[config.mk]
export PLATFORM = sky130hd
export DESIGN_NAME = quantum_timer
export DESIGN_NICKNAME = d
export VERILOG_FILES = /design/src/rtl/quantum_timer_pkg.sv /design/src/rtl/quantum_counter.sv /design/src/rtl/quantum_timer.sv
export SDC_FILE = /design/constraint.sdc
export NUM_CORES = 1
export LEC_CHECK = 0
export ABC_AREA = 1
export BUFFER_PORTS_ARGS = -buffer_cell sky130_fd_sc_hd__buf_2
export CAP_MARGIN = 30
export CORE_MARGIN = 1.5
export CORE_UTILIZATION = 57
export CTS_CLUSTER_DIAMETER = 150
export DETAILED_ROUTE_END_ITERATION = 10
export PLACE_DENSITY = 0.85
export SLEW_MARGIN = 5
export SYNTH_ARGS = -nofsm -noshare
export SYNTH_HDL_FRONTEND = slang
export SYNTH_HIERARCHICAL = 1
export SYNTH_SLANG_ARGS = --single-unit
[constraint.sdc]
create_clock -name clock -period 3.3 [get_ports clock]
set_clock_uncertainty 0.05 [all_clocks]
set_input_delay 0.165 -clock clock [delete_from_list [all_inputs] [get_ports clock]]
set_output_delay 0.165 -clock clock [all_outputs]
set_load 0.1 [all_outputs]
[src/rtl/quantum_timer_pkg.sv]
// Shared encodings for the preemption timer and the control unit's set instructions.
package quantum_timer_pkg;

   typedef enum logic [1:0] {
      IDLE   = 2'd0,
      RUN    = 2'd1,
      SWITCH = 2'd2
   } timerState_t;

   typedef enum logic [1:0] {
      SET_NONE      = 2'd0,
      SET_QUANTUM   = 2'd1,
      SET_MULTIPROG = 2'd2,
      SET_ADDR_CS   = 2'd3
   } setValue_t;

endpackage

[src/rtl/quantum_counter.sv]
// Loadable down-counter for the user quantum; flags the last instruction (count == 1).
module quantum_counter #(
   parameter int QUANTUM_WIDTH = 16
) (
   input  logic                     clock,
   input  logic                     reset,
   input  logic                     load,
   input  logic                     enable,
   input  logic [QUANTUM_WIDTH-1:0] loadValue,
   output logic                     terminal
);

   localparam logic [QUANTUM_WIDTH-1:0] ONE = QUANTUM_WIDTH'(1);

   logic [QUANTUM_WIDTH-1:0] count;

   // NOTE: sequential state uses non-blocking assignments so every flop samples pre-edge values.
   always_ff @(posedge clock) begin
      if (reset) begin
         count <= '0;
      end else if (load) begin
         count <= loadValue;
      end else if (enable && count != '0) begin
         count <= count - ONE;
      end
   end

   assign terminal = (count == ONE);

endmodule

[src/rtl/quantum_timer.sv]
// Preemption timer: counts the user quantum after EXEC and requests a context switch.
module quantum_timer
   import quantum_timer_pkg::*;
#(
   parameter int ADDR_WIDTH    = 10,
   parameter int DATA_WIDTH    = 32,
   parameter int QUANTUM_WIDTH = 16
) (
   input  logic                  clock,
   input  logic                  reset,
   input  logic                  interruption,
   input  logic [1:0]            flagSetValue,
   input  logic                  flagExecProc,
   input  logic [DATA_WIDTH-1:0] dataIn,
   input  logic [ADDR_WIDTH-1:0] pcCurrent,
   output logic                  flagCS,
   output logic [ADDR_WIDTH-1:0] addrCS,
   output logic [ADDR_WIDTH-1:0] pcProcess,
   output logic                  multiprogOn,
   output logic                  running
);

   timerState_t              state, stateNext;
   setValue_t                setCode;
   logic [QUANTUM_WIDTH-1:0] quantumReg;
   logic                     quantumNonZero;
   logic                     counterLoad;
   logic                     counterEnable;
   logic                     counterTerminal;
   logic                     capturePc;
   logic                     unusedDataBits;

   assign setCode        = setValue_t'(flagSetValue);
   assign quantumNonZero = (quantumReg != '0);
   assign unusedDataBits = ^dataIn[DATA_WIDTH-1:QUANTUM_WIDTH];

   // Set instructions land in any state; a running count keeps its value until the next EXEC.
   always_ff @(posedge clock) begin
      if (reset) begin
         quantumReg  <= '0;
         multiprogOn <= 1'b0;
         addrCS      <= '0;
      end else begin
         case (setCode)
            SET_QUANTUM:   quantumReg  <= dataIn[QUANTUM_WIDTH-1:0];
            SET_MULTIPROG: multiprogOn <= dataIn[0];
            SET_ADDR_CS:   addrCS      <= dataIn[ADDR_WIDTH-1:0];
            default:       ;
         endcase
      end
   end

   always_ff @(posedge clock) begin
      if (reset) begin
         state     <= IDLE;
         pcProcess <= '0;
      end else begin
         state <= stateNext;
         if (capturePc) begin
            pcProcess <= pcCurrent;
         end
      end
   end

   // NOTE: every output of this block is given a default first, so no latch can be inferred.
   always_comb begin
      stateNext     = state;
      counterLoad   = 1'b0;
      counterEnable = 1'b0;
      capturePc     = 1'b0;
      case (state)
         IDLE: begin
            if (flagExecProc && multiprogOn && quantumNonZero) begin
               counterLoad = 1'b1;
               stateNext   = RUN;
            end
         end
         RUN: begin
            // A stalled processor freezes the quantum; a fresh EXEC restarts it (never with zero).
            if (!interruption) begin
               if (flagExecProc && quantumNonZero) begin
                  counterLoad = 1'b1;
               end else if (counterTerminal) begin
                  counterEnable = 1'b1;
                  stateNext     = SWITCH;
               end else begin
                  counterEnable = 1'b1;
               end
            end
         end
         SWITCH: begin
            // The control unit serves the interruption first, so the switch waits for it.
            if (!interruption) begin
               capturePc = 1'b1;
               stateNext = IDLE;
            end
         end
         default: stateNext = IDLE;
      endcase
   end

   quantum_counter #(
      .QUANTUM_WIDTH(QUANTUM_WIDTH)
   ) counterInst (
      .clock    (clock),
      .reset    (reset),
      .load     (counterLoad),
      .enable   (counterEnable),
      .loadValue(quantumReg),
      .terminal (counterTerminal)
   );

   assign flagCS  = (state == SWITCH);
   assign running = (state == RUN);

endmodule
---- Word-level counts from Yosys, hierarchy flattened ----
Cells that the tools add are included.
operators by class
  reduce and logical (&&, ||, !) cells .... 9
  $add $sub $neg .......................... 1
  eq/ne operators ......................... 11
  mux-type cells .......................... 17
operator list
  kind                                                    number
  two-way mux 16 bit                                      2
  nonzero test 16 bit                                     2
  == test 16 x 1 -> 1 bit (second input constant)         1
  subtractor 16 x 1 -> 16 bit (second input constant)     1
  two-way mux 2 bit                                       5
  two-way mux 1 bit                                       8
  inequality test 2 bit (second input constant)           4
  == test 2 bit (second input constant)                   3
  one-hot mux 2 bit (3 select lines)                      1
  AND reduction 5 bit                                     1
  == test 2 x 1 -> 1 bit (second input constant)          2
  logical AND 1 bit                                       4
  zero test 2 bit                                         1
  inequality test 2 x 1 -> 1 bit (second input constant)  1
  one-hot mux 1 bit (2 select lines)                      1
  nonzero test 2 bit                                      1
storage, ports and cells
  output and inout port bits .............. 23
  register bits after elaboration ......... 55
  input port bits ......................... 48
  word-level logic and storage cells ...... 44

---- Depth between registers and ports, before layout ----
Gate-level depths: netlist of the first run.
  depth in word-level cells ............... 8
  mapped depth ............................ 13

---- Hierarchy ----
Netlist of the first run, hierarchy kept.
by module, submodules not included
  module           instances  cells each  sequential area each (µm²)  area an instance (µm²)
  quantum_timer    1          208         780.7                       1,510.2
  quantum_counter  1          213         320.3                       1,267.5

---- Worst setup path after synthesis of the first run ----
No wires, ideal clock.
  kind .................................... flip-flop to flip-flop
  from .................................... reg state[0]
  to ...................................... reg counterInst.count[1]
  data required time ...................... 3.132 ns
  clock period less this slack ............ 2.444 ns
  stages on the path, launching flop included .. 10
  arrival ................................. 2.276 ns
  slack ................................... 0.856 ns
  path through ............................ dfxtp_1 inv_1 nor2_2 nand2_1 o21ai_1 buf_2 clkbuf_1 nor2_1 a21oi_1 a21oi_1
on the way
  elaborated cells between the ends (all ways) .. 7
  those cells by class .................... 1 x eq/ne; 3 x mux; 3 x reduce/logical
RTL lines
  element                                                          RTL line               source
  from (decl)                                                      quantum_timer.sv:23    timerState_t state, stateNext;
  from (signal assigned)                                           quantum_timer.sv:58    state <= stateNext;
  == test 2 x 1 -> 1 bit *                                         --
  net running                                                      quantum_timer.sv:20    output logic running
  one-hot mux 1 bit (2 select lines) *                             quantum_timer.sv:71    case (state)
  net counterLoad                                                  quantum_timer.sv:27    logic counterLoad;
  two-way mux 16 bit / nonzero test 2 bit (equally long branches)  --
  to (signal assigned)                                             quantum_counter.sv:22  count <= loadValue;
  to (signal assigned)                                             quantum_counter.sv:24  count <= count - ONE;
  to (decl)                                                        quantum_counter.sv:15  logic [QUANTUM_WIDTH-1:0] count;
Mark *: on every way through the listed nets, which the timed path passes. The rest lies on a longest branch.
A chain may end at the register's enable or synchronous reset.

---- Final worst setup path of the first run ----
  from .................................... reg quantumReg[8]
  to ...................................... reg counterInst.count[6]
on the way
  elaborated cells between the ends (all ways) .. 13
  those cells by class .................... 8 x mux; 5 x reduce/logical
RTL lines
  element                                                          RTL line             source
  from (decl)                                                      quantum_timer.sv:25  logic [QUANTUM_WIDTH-1:0] quantumReg;
  from (signal assigned)                                           quantum_timer.sv:45  SET_QUANTUM: quantumReg <= dataIn[QUANTUM_WIDTH-1:0];
  nonzero test 16 bit *                                            quantum_timer.sv:34  assign quantumNonZero = (quantumReg != '0);
  logical AND 1 bit                                                quantum_timer.sv:81  if (flagExecProc && quantumNonZero) begin
  two-way mux 1 bit                                                quantum_timer.sv:81
  two-way mux 1 bit                                                quantum_timer.sv:80  if (!interruption) begin
  one-hot mux 1 bit (2 select lines) *                             quantum_timer.sv:71
  net counterLoad                                                  quantum_timer.sv:27
  two-way mux 16 bit / nonzero test 2 bit (equally long branches)  --
Marks and branches as above.

==> results of run 1 <==
how the worst max path moves through the flow:
stage                       endpoint  slack, ns  cells past startpoint
2_1_floorplan   counterInst/count[1]       0.86                      9
4_1_cts        counterInst/count[13]       1.11                     13
5_1_grt        counterInst/count[14]       0.94                     13
3_5_place_dp   counterInst/count[13]       1.14                     13
6_report        counterInst/count[6]       1.06                     11
3_3_place_gp    counterInst/count[6]       1.17                     11
routing by layer:
layer	track usage [%]	wire, µm
met4	6.71	68
met3	4.56	331
met2	43.6	3030
met1	30.8	2820
met5	0	0
synth_stat cells (all sizes together):
cell and n:
a31oi 1, o21bai 2, nor3 2, nand3 36
buf 10, nand4 2, dfxtp 55, nand2 100
nand3b 4, xor2 1, inv 33, a21oi 26
o21ai 35, clkbuf 5, nor2 107, ha 2
final cells by class:
class                   count  area [µm²]
repair buffers             56         285
inverters                  33         124
clock buffers               6        72.6
well taps                  67        83.8
flip-flops and latches     55        1100
multi-input cells         318        1470
clock inverters             2        12.5
fillers                   430        1580
cell families (layout without fill, tap and decap cells):
logic type | after synthesis | after routing | share of synthesized area (%)
fa+ha+maj | 2 | 2 | 0.901
buf+inv | 48 | 97 | 7.57
xor+xnor | 1 | 1 | 0.315
flops | 55 | 55 | 39.6
compound gates | 64 | 64 | 11.8
simple gates | 251 | 251 | 39.8
state kept, by name, indices dropped and copies added (netlist names):
name	count
quantumReg	16
addrCS	10
counterInst/count	16
state	2
pcProcess	10
multiprogOn	1
tightest hold or removal path: cells and delay by family:
| family | cells | cell delay (ns) |
|---|---|---|
| buf+inv | 1 | 0.07 |
| simple gates | 2 | 0.11 |
report_power, final:
group	internal (mW)	leakage [nW]	total (mW)	switching (mW)
Sequential	0.698	0.449	0.727	0.0292
Combinational	0.133	1.04	0.432	0.299
Clock	0.149	0.0412	0.364	0.215
Total	0.980	1.53	1.52	0.543
stage by stage:
step	total power [mW]	instances	util, %	hold slack [ns]
floorplan	1.09	421	-	0.184
global placement	1.16	529	64.8	0.337
detailed placement	1.17	529	64.8	0.343
CTS	1.53	537	66.6	0.0205
global route	1.60	537	66.6	0.0350
finish	1.52	537	66.6	0.0256
==> implementation parameters, run 1 <==
Parameter                              Value

Status
  Run status ... finished clean

Global route
  Overall track demand over capacity in global routing ... 24.7%
  Global-route wire length before repair ... approximately 10 mm
  Maximum number of pins on one net before global-route repair ... 29
  Number of antenna violations at the first check in global routing ... 0
  GRT Residual Overflow ... 0
  Via count of the first global-routing pass ... 2,447

Timing
  Slew @ Worst Pin ... 0.495 ns
  FMAX ... 0.446 GHz
  Time the worst path needs with I/O delays and setup ... ~2.2 ns
  Final hold violation count ... 0
  Setup repair after global routing missed its margin ... false
  Post-route setup slack ... between 1 and 1.5 ns
  Normalized max-slew margin ... between 60% and 70%
  Setup TNS Final ... 0 ns
  Final critical-path share of the clock period ... between 60% and 70%
  Final setup violation count ... 0
  Max-slew violation count ... 0

Floorplan
  Width of the chip ... 72.8 µm
  # rows ... 25
  Die Footprint ... about 0.0053 mm²
  Die H ... 72.8 µm
  Number of top-level pins ... 71
  Area of the core ... approximately 0.0047 mm²
  Effective utilization at floorplan ... around three fifths

Clocking
  Later-pin clock latency in the skew report ... slightly above 0.3 ns
  Count of buffers added by post-CTS timing repair for setup ... 0
  Clock tree from TritonCTS ... built
  Cts repair resizes ... 0
  Clock root cell ... sky130_fd_sc_hd__clkbuf_8
  Clock buffers created by TritonCTS ... 5
  CTS H-Tree Depth ... 2
  Register clock-pin slew on the reported worst setup and hold paths ... about 0.1 ns
  Hold-fix buffer count after cts ... 0
  Number of sinks on the clock net ... 55
  Maximum buffer depth of the clock tree ... 2

Setup path
  Cell with the most instances on the worst path ... sky130_fd_sc_hd__nand2_1
  Cell family with the largest share of critical-path delay ... simple AND/OR/NAND/NOR gates
  Critical Path Source Type ... flop
  Endpoint type of the worst setup path ... flop
  Largest stage delay on the critical path ... 0.34 ns
  Maximum fanout count along the critical path ... 19
  Library cell contributing the largest single delay on the critical path ... sky130_fd_sc_hd__dfxtp_1
  Required time worst endpoint ... approximately 3.4 ns
  Critical path cell sequence ... nor2_1 > nand2_1 > nor2_1 > nand2_1 > nand3_1 > o21ai_1 > buf_4 > inv_1 > nand2_1 > o21ai_0 > a21oi_1
  Critical path start-end classification ... reg -> reg
  Critical Path Source ... quantumReg[8]
  Buffers and inverters on the worst path ... 2
  R2R Setup Slk ... 1.06 ns
  Worst r2r path cells ... 11
  Launch point of the worst reg-to-reg path ... quantumReg[8]
  Worst endpoint data arrival time ... ~2.4 ns
  End of the worst register-to-register path ... counterInst/count[6]

Placement
  Instance area after placement ... 0.00306 mm²
  Worst setup timing slack at the placement stage ... 1.14 ns
  # port buffers ... 54
  Final weighted congestion of routability-driven global placement ... 0.869
  Half-perimeter wire length of the detailed placement result ... roughly 4.5 mm

Logic synthesis
  Top cells by area in the synthesized netlist ... sky130_fd_sc_hd__dfxtp_1 40%, sky130_fd_sc_hd__nor2_1 13%, sky130_fd_sc_hd__nand2_1 13%, sky130_fd_sc_hd__nand3_1 6.5%, sky130_fd_sc_hd__a21oi_1 4.7%
  Mapped Nets ... about 470
  Seq/Total Area, Yosys ... roughly two fifths
  Post-Synthesis Cell Area ... around 0.0028 mm²
  Seq cells post-synth ... 55
  Post-synthesis average cell area ... roughly 6.6 µm²
  Total number of yosys warnings ... 6
  Dominant cell type by area after synthesis ... sky130_fd_sc_hd__dfxtp_1
  Post-synthesis instance total ... between 400 and 500
  Unique masters post-synth ... 25
  Proportion of netlist area held by the largest area contributor ... 39.6%

Drt
  Antenna-violating nets left ... 0
  Number of iterations in the first detailed-routing pass ... 5
  Total wire length after detailed routing ... around 6.3 mm
  Detailed Route Iter0 Violations ... 200
  Post-detailed-route wirelength per cell ... about 12 µm
  DRC violation count after routing ... 0
  Total number of vias ... roughly 2,800
  Vias per cell ... 5.18

Finish
  Leading cell type in the layout, fill and taps excluded ... sky130_fd_sc_hd__nor2_1
  Number of nets at the end of the flow ... 519
  Final std cell area, no fill ... between 0.003 and 0.004 mm²
  Area overhead of the layout relative to synthesis ... 13.2%
  Commonest cells after routing, fill and taps aside ... 97 x sky130_fd_sc_hd__nor2_1, 95 x sky130_fd_sc_hd__nand2_1, 55 x sky130_fd_sc_hd__dfxtp_1
  Antenna Diode Count ... 0
  Fraction of layout instances using a drive strength above 1 ... about 18%

Min path
  Origin of the worst min-delay path ... dataIn[15]
  Worst min path class ... in -> reg
  Worst Hold Path EP ... quantumReg[15]
  Worst hold path depth ... 3

Pwr
  Power density of the placed cells ... about 480 mW/mm²
  Pleak ... between 1.5 and 2 nW
  VDD IR-drop max ... approximately 380 µV

Flow run
  Max-cap violation count ... 0
(Power assumes the default switching activity.)
==> inputs of run 2 (changes only) <==
--- a/config.mk
+++ b/config.mk
@@ -9,10 +9,10 @@
 export BUFFER_PORTS_ARGS = -buffer_cell sky130_fd_sc_hd__buf_2
 export CAP_MARGIN = 30
 export CORE_MARGIN = 1.5
-export CORE_UTILIZATION = 57
+export CORE_UTILIZATION = 48
 export CTS_CLUSTER_DIAMETER = 150
 export DETAILED_ROUTE_END_ITERATION = 10
-export PLACE_DENSITY = 0.85
+export PLACE_DENSITY = 0.76
 export SLEW_MARGIN = 5
 export SYNTH_ARGS = -nofsm -noshare
 export SYNTH_HDL_FRONTEND = slang
==> constraint.sdc (replaced) <==
create_clock -name clock -period 1.9 [get_ports clock]
set_clock_uncertainty 0.05 [all_clocks]
set_input_delay 0.095 -clock clock [delete_from_list [all_inputs] [get_ports clock]]
set_output_delay 0.095 -clock clock [all_outputs]
set_load 0.1 [all_outputs]
==> run 2 against run 1 <==
  * Flip-flop and latch count unchanged
  * First-iteration DRC count is 41% lower
  * Global-route usage down 2.6 points
  * Maximum frequency up 28%
  * Sequential share of layout area shrank 3.1 points
  * Cell count is 5.6% higher
  * Power is 85% higher
  * Worst hold slack worse by 0.024 ns
  * Worst setup slack got worse by 0.91 ns
  * Largest cell class unchanged
==> implementation parameters, run 2 (synthesis gave the netlist of run 1 again) <==
Parameter                              Value

Status
  Run status ... finished clean

Timing
  Slew @ Worst Pin ... 0.493 ns (-0.00247 ns)
  Final critical-path share of the clock period ... 92.2% (+24 points)
  Final setup violation count ... 0 (unchanged)
  Normalized max-slew margin ... 67.4% (+0.16 points)
  Final hold violation count ... 0 (unchanged)
  Setup repair after global routing missed its margin ... false
  FMAX ... 0.571 GHz (+28%)
  Setup TNS Final ... 0 ns (unchanged)
  Time the worst path needs with I/O delays and setup ... 1.75 ns (-0.490 ns)
  Max-slew violation count ... 0 (unchanged)

Finish
  Combined area of the multi-input logic cells ... 0.00151 mm² (+2.9%)
  Antenna Diode Count ... 0 (unchanged)
  Fraction of layout instances using a drive strength above 1 ... 20.4% (+2.5 points)
  Area overhead of the layout relative to synthesis ... 24.5%
  Number of nets at the end of the flow ... 545 (+5.0%)
  Non-filler instance count after layout ... 567 (+5.6%)
  Filler cell count ... 520 (+21%)
  Leading cell type in the layout, fill and taps excluded ... sky130_fd_sc_hd__nor2_1
  Largest regs ... counterInst/count (16), quantumReg (16)
  Sequential cell area ... 0.00110 mm² (+0.23%)
  Commonest cells after routing, fill and taps aside ... 96 x sky130_fd_sc_hd__nor2_1, 93 x sky130_fd_sc_hd__nand2_1, 54 x sky130_fd_sc_hd__buf_2

Floorplan
  Effective utilization at floorplan ... 50.1% (-8.7 points)
  Area of the core ... 0.00554 mm² (+17%)
  # rows ... 27 (+8.0%)
  Width of the chip ... 79.1 µm (+8.6%)
  Number of top-level pins ... 71 (unchanged)
  Die Footprint ... 0.00625 mm² (+18%)
  Die H ... 79.1 µm (+8.6%)

Drt
  Total wire length after detailed routing ... 6.55 mm (+4.8%)
  DRC violation count after routing ... 0 (unchanged)
  Detailed Route Iter0 Violations ... 118 (-41%)
  Antenna-violating nets left ... 0 (unchanged)
  Total number of vias ... 2,830 (+1.8%)
  Vias per cell ... 4.99 (-3.6%)
  Post-detailed-route wirelength per cell ... 11.6 µm (-0.78%)
  Number of iterations in the first detailed-routing pass ... 4 (-1)

Placement
  Final weighted congestion of routability-driven global placement ... 0.874 (+0.64%)
  Half-perimeter wire length of the detailed placement result ... 4.72 mm (+3.8%)
  Cells after DPL ... 541 (+2.3%)
  # port buffers ... 54 (unchanged)

Min path
  Worst min path class ... in -> reg

Global route
  Via count of the first global-routing pass ... 2,625 (+7.3%)
  GRT Residual Overflow ... 0 (unchanged)
  Global-route wire length before repair ... 11.1 mm (+6.3%)
  Maximum number of pins on one net before global-route repair ... 29 (unchanged)
  Number of antenna violations at the first check in global routing ... 0 (unchanged)
  Overall track demand over capacity in global routing ... 22.0% (-2.6 points)

Setup path
  Worst endpoint data arrival time ... 1.90 ns (-0.48 ns)
  Critical path start-end classification ... reg -> reg
  Critical Path Source Type ... flop
  Endpoint type of the worst setup path ... flop
  Critical path cell sequence ... inv_1 > ha_4 > nand2_4 > nor2_8 > nand2_4 > nand2_4 > nand2_1 > buf_4 > o21ai_0 > a21oi_1
  Cell family with the largest share of critical-path delay ... simple AND/OR/NAND/NOR gates
  Cell with the most instances on the worst path ... sky130_fd_sc_hd__nand2_4
  Largest stage delay on the critical path ... 0.34 ns (about the same)
  Maximum fanout count along the critical path ... 8 (-11)
  Buffers and inverters on the worst path ... 2 (unchanged)
  Library cell contributing the largest single delay on the critical path ... sky130_fd_sc_hd__dfxtp_1
  Required time worst endpoint ... 2.05 ns (-1.38 ns)

Clocking
  Maximum buffer depth of the clock tree ... 2 (unchanged)
  Clock root cell ... sky130_fd_sc_hd__clkbuf_8
  CTS H-Tree Depth ... 2 (unchanged)
  Register clock-pin slew on the reported worst setup and hold paths ... 0.09 ns (about the same)
  Clock tree from TritonCTS ... built
  Later-pin clock latency in the skew report ... 0.30 ns (about the same)
  Number of sinks on the clock net ... 55 (unchanged)
  Clock buffers created by TritonCTS ... 5 (unchanged)

Pwr
  Pleak ... 1.66 nW (+8.5%)
  VDD IR-drop max ... 480 µV (+26%)
  Power density of the placed cells ... 814 mW/mm² (+68%)

Flow run
  Max-cap violation count ... 0 (unchanged)
run 2: cell type report:
type | instances | share of cell area [%]
Sequential cell | 55 | 31.9
Inverter | 33 | 3.65
Timing Repair Buffer | 82 | 15.3
Tap cell | 72 | 2.60
Multi-Input combinational cell | 318 | 43.6
Clock buffer | 6 | 2.10
Clock inverter | 1 | 0.868
run 2: stage by stage:
| stage | utilization (%) | total power [mW] | cell area [µm²] | hold slack [ns] | worst slack [ns] |
|---|---|---|---|---|---|
| floorplan | - | 1.90 | 2820 | 0.114 | -0.00759 |
| global placement | 56.7 | 2.03 | 3140 | 0.269 | 0.127 |
| detailed placement | 56.7 | 2.05 | 3140 | 0.272 | 0.107 |
| CTS | 62.0 | 2.83 | 3430 | 0.000454 | 0.0629 |
| global route | 62.4 | 2.98 | 3460 | 0.0130 | 0.0283 |
| finish | 62.4 | 2.82 | 3460 | 0.00182 | 0.148 |
run 2: repair_timing:
action                                  CTS  global route
endpoints found under the setup margin    0            14
hold buffers                             19             0
buffers inserted                          0             0
gates resized for setup                   0             6
hold endpoints to repair                 24             0
run 2: worst reg2reg max path, cell delays in order, from the launching register on:
cell and delay, ns:
sky130_fd_sc_hd__dfxtp_1 0.34, sky130_fd_sc_hd__inv_1 0.15, sky130_fd_sc_hd__ha_4 0.19, sky130_fd_sc_hd__nand2_4 0.08
sky130_fd_sc_hd__nor2_8 0.15, sky130_fd_sc_hd__nand2_4 0.08, sky130_fd_sc_hd__nand2_4 0.12, sky130_fd_sc_hd__nand2_1 0.10
sky130_fd_sc_hd__buf_4 0.17, sky130_fd_sc_hd__o21ai_0 0.15, sky130_fd_sc_hd__a21oi_1 0.06
run 2: layer usage:
layer | global-route usage (%) | share of wire, % | vias up
met5 | 0 | 0 | -
met4 | 6.32 | 0.93 | 0
met3 | 4.60 | 5.0 | 8
met2 | 38.8 | 49 | 75
met1 | 27.0 | 45 | 1261
li1 | - | - | 1486
run 2: power by group:
group	internal (mW)	switching (mW)
logic	0.272	0.534
registers	1.21	0.0508
clock network	0.387	0.360
total	1.87	0.945
run 2: worst paths after layout:
check	start	to	slack (ns)	depth (start not counted)
worst max register to register	counterInst/count[0]	counterInst/count[6]	0.15	10
worst min-delay path	pcCurrent[7]	pcProcess[7]	0.002	3
worst max-delay path	counterInst/count[0]	counterInst/count[6]	0.15	10
worst min register to register	pcProcess[3]	pcProcess[3]	0.41	2
==> inputs of run 3 (changes only) <==
--- a/config.mk
+++ b/config.mk
@@ -5,16 +5,14 @@
 export SDC_FILE = /design/constraint.sdc
 export NUM_CORES = 1
 export LEC_CHECK = 0
-export ABC_AREA = 1
 export BUFFER_PORTS_ARGS = -buffer_cell sky130_fd_sc_hd__buf_2
 export CAP_MARGIN = 30
 export CORE_MARGIN = 1.5
-export CORE_UTILIZATION = 48
+export CORE_UTILIZATION = 47
 export CTS_CLUSTER_DIAMETER = 150
 export DETAILED_ROUTE_END_ITERATION = 10
 export PLACE_DENSITY = 0.76
 export SLEW_MARGIN = 5
 export SYNTH_ARGS = -nofsm -noshare
 export SYNTH_HDL_FRONTEND = slang
-export SYNTH_HIERARCHICAL = 1
 export SYNTH_SLANG_ARGS = --single-unit
==> run 3 against run 2 <==
  * Area after synthesis decreased by 8.2%
  * Combinational power decreased by 14%
  * Maximum frequency decreased by 27%
  * Largest power group unchanged
  * Register-to-register slack got worse by 0.64 ns
  * Highest routed layer unchanged
  * Global-route usage increased by 6.5 points
  * Count of clock-buffer cells in the layout unchanged
  * The run now ends with negative setup slack left
  * Wire length increased by 34%
  * Critical endpoint is now counterInst.count[2]
==> implementation parameters, run 3 <==
Parameter                              Value

Status
  Run status ... finished, violations left
  Violations in the final reports ... negative setup slack

Timing
  Worst slack on hold paths ... 0.126 ns (+0.124 ns)
  Setup repair after global routing missed its margin ... true
  Time the worst path needs with I/O delays and setup ... 2.39 ns (+0.637 ns)
  Max-slew violation count ... 0 (unchanged)
  Final critical-path share of the clock period ... 126% (+34 points)
  FMAX ... 0.419 GHz (-27%)
  Final setup violation count ... 18 (+18)
  Final hold violation count ... 0 (unchanged)
  Slew @ Worst Pin ... 0.785 ns (+0.293 ns)
  Normalized max-slew margin ... 47.3% (-20 points)
  Post-route setup slack ... -0.489 ns (-0.637 ns)

Placement
  Instance area after placement ... 0.00332 mm² (+5.7%)
  # port buffers ... 54 (unchanged)
  Half-perimeter wire length of the detailed placement result ... 5.40 mm (+14%)
  Final weighted congestion of routability-driven global placement ... 1.08 (+23%)
  Cells after DPL ... 476 (-12%)

Min path
  Worst min path class ... in -> reg

Logic synthesis
  Top cells by count, synth ... 62 x sky130_fd_sc_hd__nand2_1, 55 x sky130_fd_sc_hd__dfxtp_1, 32 x sky130_fd_sc_hd__a21oi_1
  Simple-gate portion of the synthesized area ... 27.0% (-13 points)
  Unique masters post-synth ... 50 (+100%)
  Dominant cell type by area after synthesis ... sky130_fd_sc_hd__dfxtp_1
  Post-Synthesis Cell Area ... 0.00255 mm² (-8.2%)
  Top flip-flop cell by instance count after synthesis ... sky130_fd_sc_hd__dfxtp_1
  Xor/xnor share of the synthesized area ... 1.72% (+1.4 points)
  Post-synthesis average cell area ... 8.23 µm² (+25%)
  Cell with the most instances after synthesis ... sky130_fd_sc_hd__nand2_1
  Proportion of netlist area held by the largest area contributor ... 43.2% (+3.5 points)
  Top cells by area in the synthesized netlist ... sky130_fd_sc_hd__dfxtp_1 43%, sky130_fd_sc_hd__nand2_1 9.1%, sky130_fd_sc_hd__a21oi_1 6.3%, sky130_fd_sc_hd__mux2i_1 4.3%, sky130_fd_sc_hd__nor2_1 3.2%
  Share of cell area taken by muxes after synthesis ... 4.32% (+4.3 points)
  Number of flops mapped to enable cells by yosys ... 0 (unchanged)
  Seq/Total Area, Yosys ... 43.2% (+3.5 points)
  Seq cells post-synth ... 55 (unchanged)
  Mapped Nets ... 361 (-23%)
  Share of synthesized registers carrying an async set or reset ... 0% (unchanged)
  Main combinational cell family by area after synthesis ... simple AND/OR/NAND/NOR gates
  Adder-cell area share of the yosys netlist ... 1.47% (+0.57 points)
  Total number of yosys warnings ... 0 (-6)
  Post-synthesis compound-gate area fraction ... 18.9% (+7.1 points)
  Post-synthesis instance total ... 310 (-26%)

Finish
  Non-filler instance count after layout ... 514 (-9.3%)
  Antenna Diode Count ... 0 (unchanged)
  Largest regs ... counterInst.count (16), quantumReg (16)
  Area overhead of the layout relative to synthesis ... 51.7%
  Final Core Density ... 74.8% (+12 points)
  Leading cell type in the layout, fill and taps excluded ... sky130_fd_sc_hd__nand2_1
  Final std cell area, no fill ... 0.00387 mm² (+12%)
  Fraction of layout instances using a drive strength above 1 ... 35.6% (+15 points)
  Number of nets at the end of the flow ... 494 (-9.4%)
  Commonest cells after routing, fill and taps aside ... 61 x sky130_fd_sc_hd__nand2_1, 59 x sky130_fd_sc_hd__buf_4, 54 x sky130_fd_sc_hd__buf_2

Clocking
  Maximum buffer depth of the clock tree ... 2 (unchanged)
  Register clock-pin slew on the reported worst setup and hold paths ... 0.10 ns (about the same)
  CTS H-Tree Depth ... 2 (unchanged)
  Clock root cell ... sky130_fd_sc_hd__clkbuf_8
  Clock tree from TritonCTS ... built
  Later-pin clock latency in the skew report ... 0.32 ns (+0.02 ns)
  Clock buffers created by TritonCTS ... 5 (unchanged)
  Number of sinks on the clock net ... 55 (unchanged)

Drt
  Antenna-violating nets left ... 0 (unchanged)
  Detailed Route Iter0 Violations ... 261 (+120%)
  Post-detailed-route wirelength per cell ... 17.1 µm (+48%)
  Vias per cell ... 5.73 (+15%)
  Total number of vias ... 2,946 (+4.1%)
  DRC violation count after routing ... 0 (unchanged)
  Number of iterations in the first detailed-routing pass ... 5 (+1)
  Total wire length after detailed routing ... 8.77 mm (+34%)

Setup path
  Critical Path Source Type ... flop
  Endpoint type of the worst setup path ... flop
  Required time worst endpoint ... 2.09 ns (+0.04 ns)
  Critical path start-end classification ... reg -> reg
  Maximum fanout count along the critical path ... 6 (-2)
  Worst endpoint data arrival time ... 2.58 ns (+0.68 ns)

Floorplan
  Die Footprint ... 0.00588 mm² (-6.0%)
  Width of the chip ... 76.7 µm (-3.0%)
  Area of the core ... 0.00517 mm² (-6.6%)
  Effective utilization at floorplan ... 49.3% (-0.81 points)
  Die H ... 76.7 µm (-3.0%)
  Number of top-level pins ... 71 (unchanged)
  # rows ... 26 (-3.7%)

Pwr
  Pleak ... 1.63 nW (-1.7%)
  VDD IR-drop max ... 642 µV (+34%)
  Power density of the placed cells ... 666 mW/mm² (-18%)

Global route
  Global-route wire length before repair ... 13.4 mm (+20%)
  Maximum number of pins on one net before global-route repair ... 44 (+52%)
  Via count of the first global-routing pass ... 2,776 (+5.8%)
  GRT Residual Overflow ... 0 (unchanged)
  Overall track demand over capacity in global routing ... 28.6% (+6.5 points)
  Number of antenna violations at the first check in global routing ... 0 (unchanged)

Flow run
  Max-cap violation count ... 0 (unchanged)
[run 3: timing repair]
action                     CTS  global route
hold buffers                26             0
gates resized for setup      7            29
hold endpoints to repair    36             0
pin swaps                    4            11
setup endpoints to repair   18            18
setup buffers                1             3
[run 3: final timing paths]
| kind | startpoint | end | slack [ns] | cells after the start |
|---|---|---|---|---|
| setup reg to reg | quantumReg[4] | counterInst.count[2] | -0.49 | 7 |
| hold / removal | reset | addrCS[1] | 0.13 | 2 |
| setup / recovery | quantumReg[4] | counterInst.count[2] | -0.49 | 7 |
| hold reg to reg | addrCS[1] | addrCS[1] | 0.41 | 2 |
[run 3: per-stage QoR]
stage	setup TNS, ns	power (mW)	worst slack [ns]
3_5_place_dp	-5.88	1.77	-0.428
3_3_place_gp	-5.31	1.77	-0.376
6_report	-6.20	2.58	-0.489
4_1_cts	-5.50	2.49	-0.374
5_1_grt	-7.03	2.66	-0.511
2_1_floorplan	-2.38	1.58	-0.280
[run 3: metal layers]
metal	global-route usage [%]	vias to the layer above	part of all wire, %
li1	-	1385	-
met1	34.4	1354	39
met2	50.7	170	50
met3	5.24	37	7.0
met4	10.0	0	4.1
met5	0	-	0
[run 3: kinds of logic (layout without fill, tap and decap cells)]
kind of cell,Yosys count,in the layout
fa+ha+maj,3,3
compound gates,73,73
flops,55,55
xor+xnor,5,5
mux,11,11
buf+inv,21,155
simple gates,142,142
[run 3: worst max-delay path: stages, from the launching register on]
cell and delay, ns:
sky130_fd_sc_hd__dfxtp_2 0.33, sky130_fd_sc_hd__or4_4 0.54, sky130_fd_sc_hd__o41a_1 0.53, sky130_fd_sc_hd__buf_6 0.18, sky130_fd_sc_hd__buf_6 0.13, sky130_fd_sc_hd__nor2_4 0.11, sky130_fd_sc_hd__nand4_1 0.18, sky130_fd_sc_hd__a31oi_1 0.24
[run 3: power breakdown]
group          total, mW  internal (mW)  switching [mW]
Combinational      0.694          0.285           0.410
Clock              0.675          0.266           0.409
Sequential          1.21           1.19          0.0197
Total               2.58           1.74           0.838
[run 3: area by class of cell]
class / count / area (µm²)
clock buffer: 6 / 72.6
inverter: 2 / 7.51
tap: 70 / 87.6
timing repair buffer: 145 / 1040
sequential: 55 / 1110
clock inverter: 2 / 16.3
fill: 358 / 1300
multi-input combinational: 234 / 1540
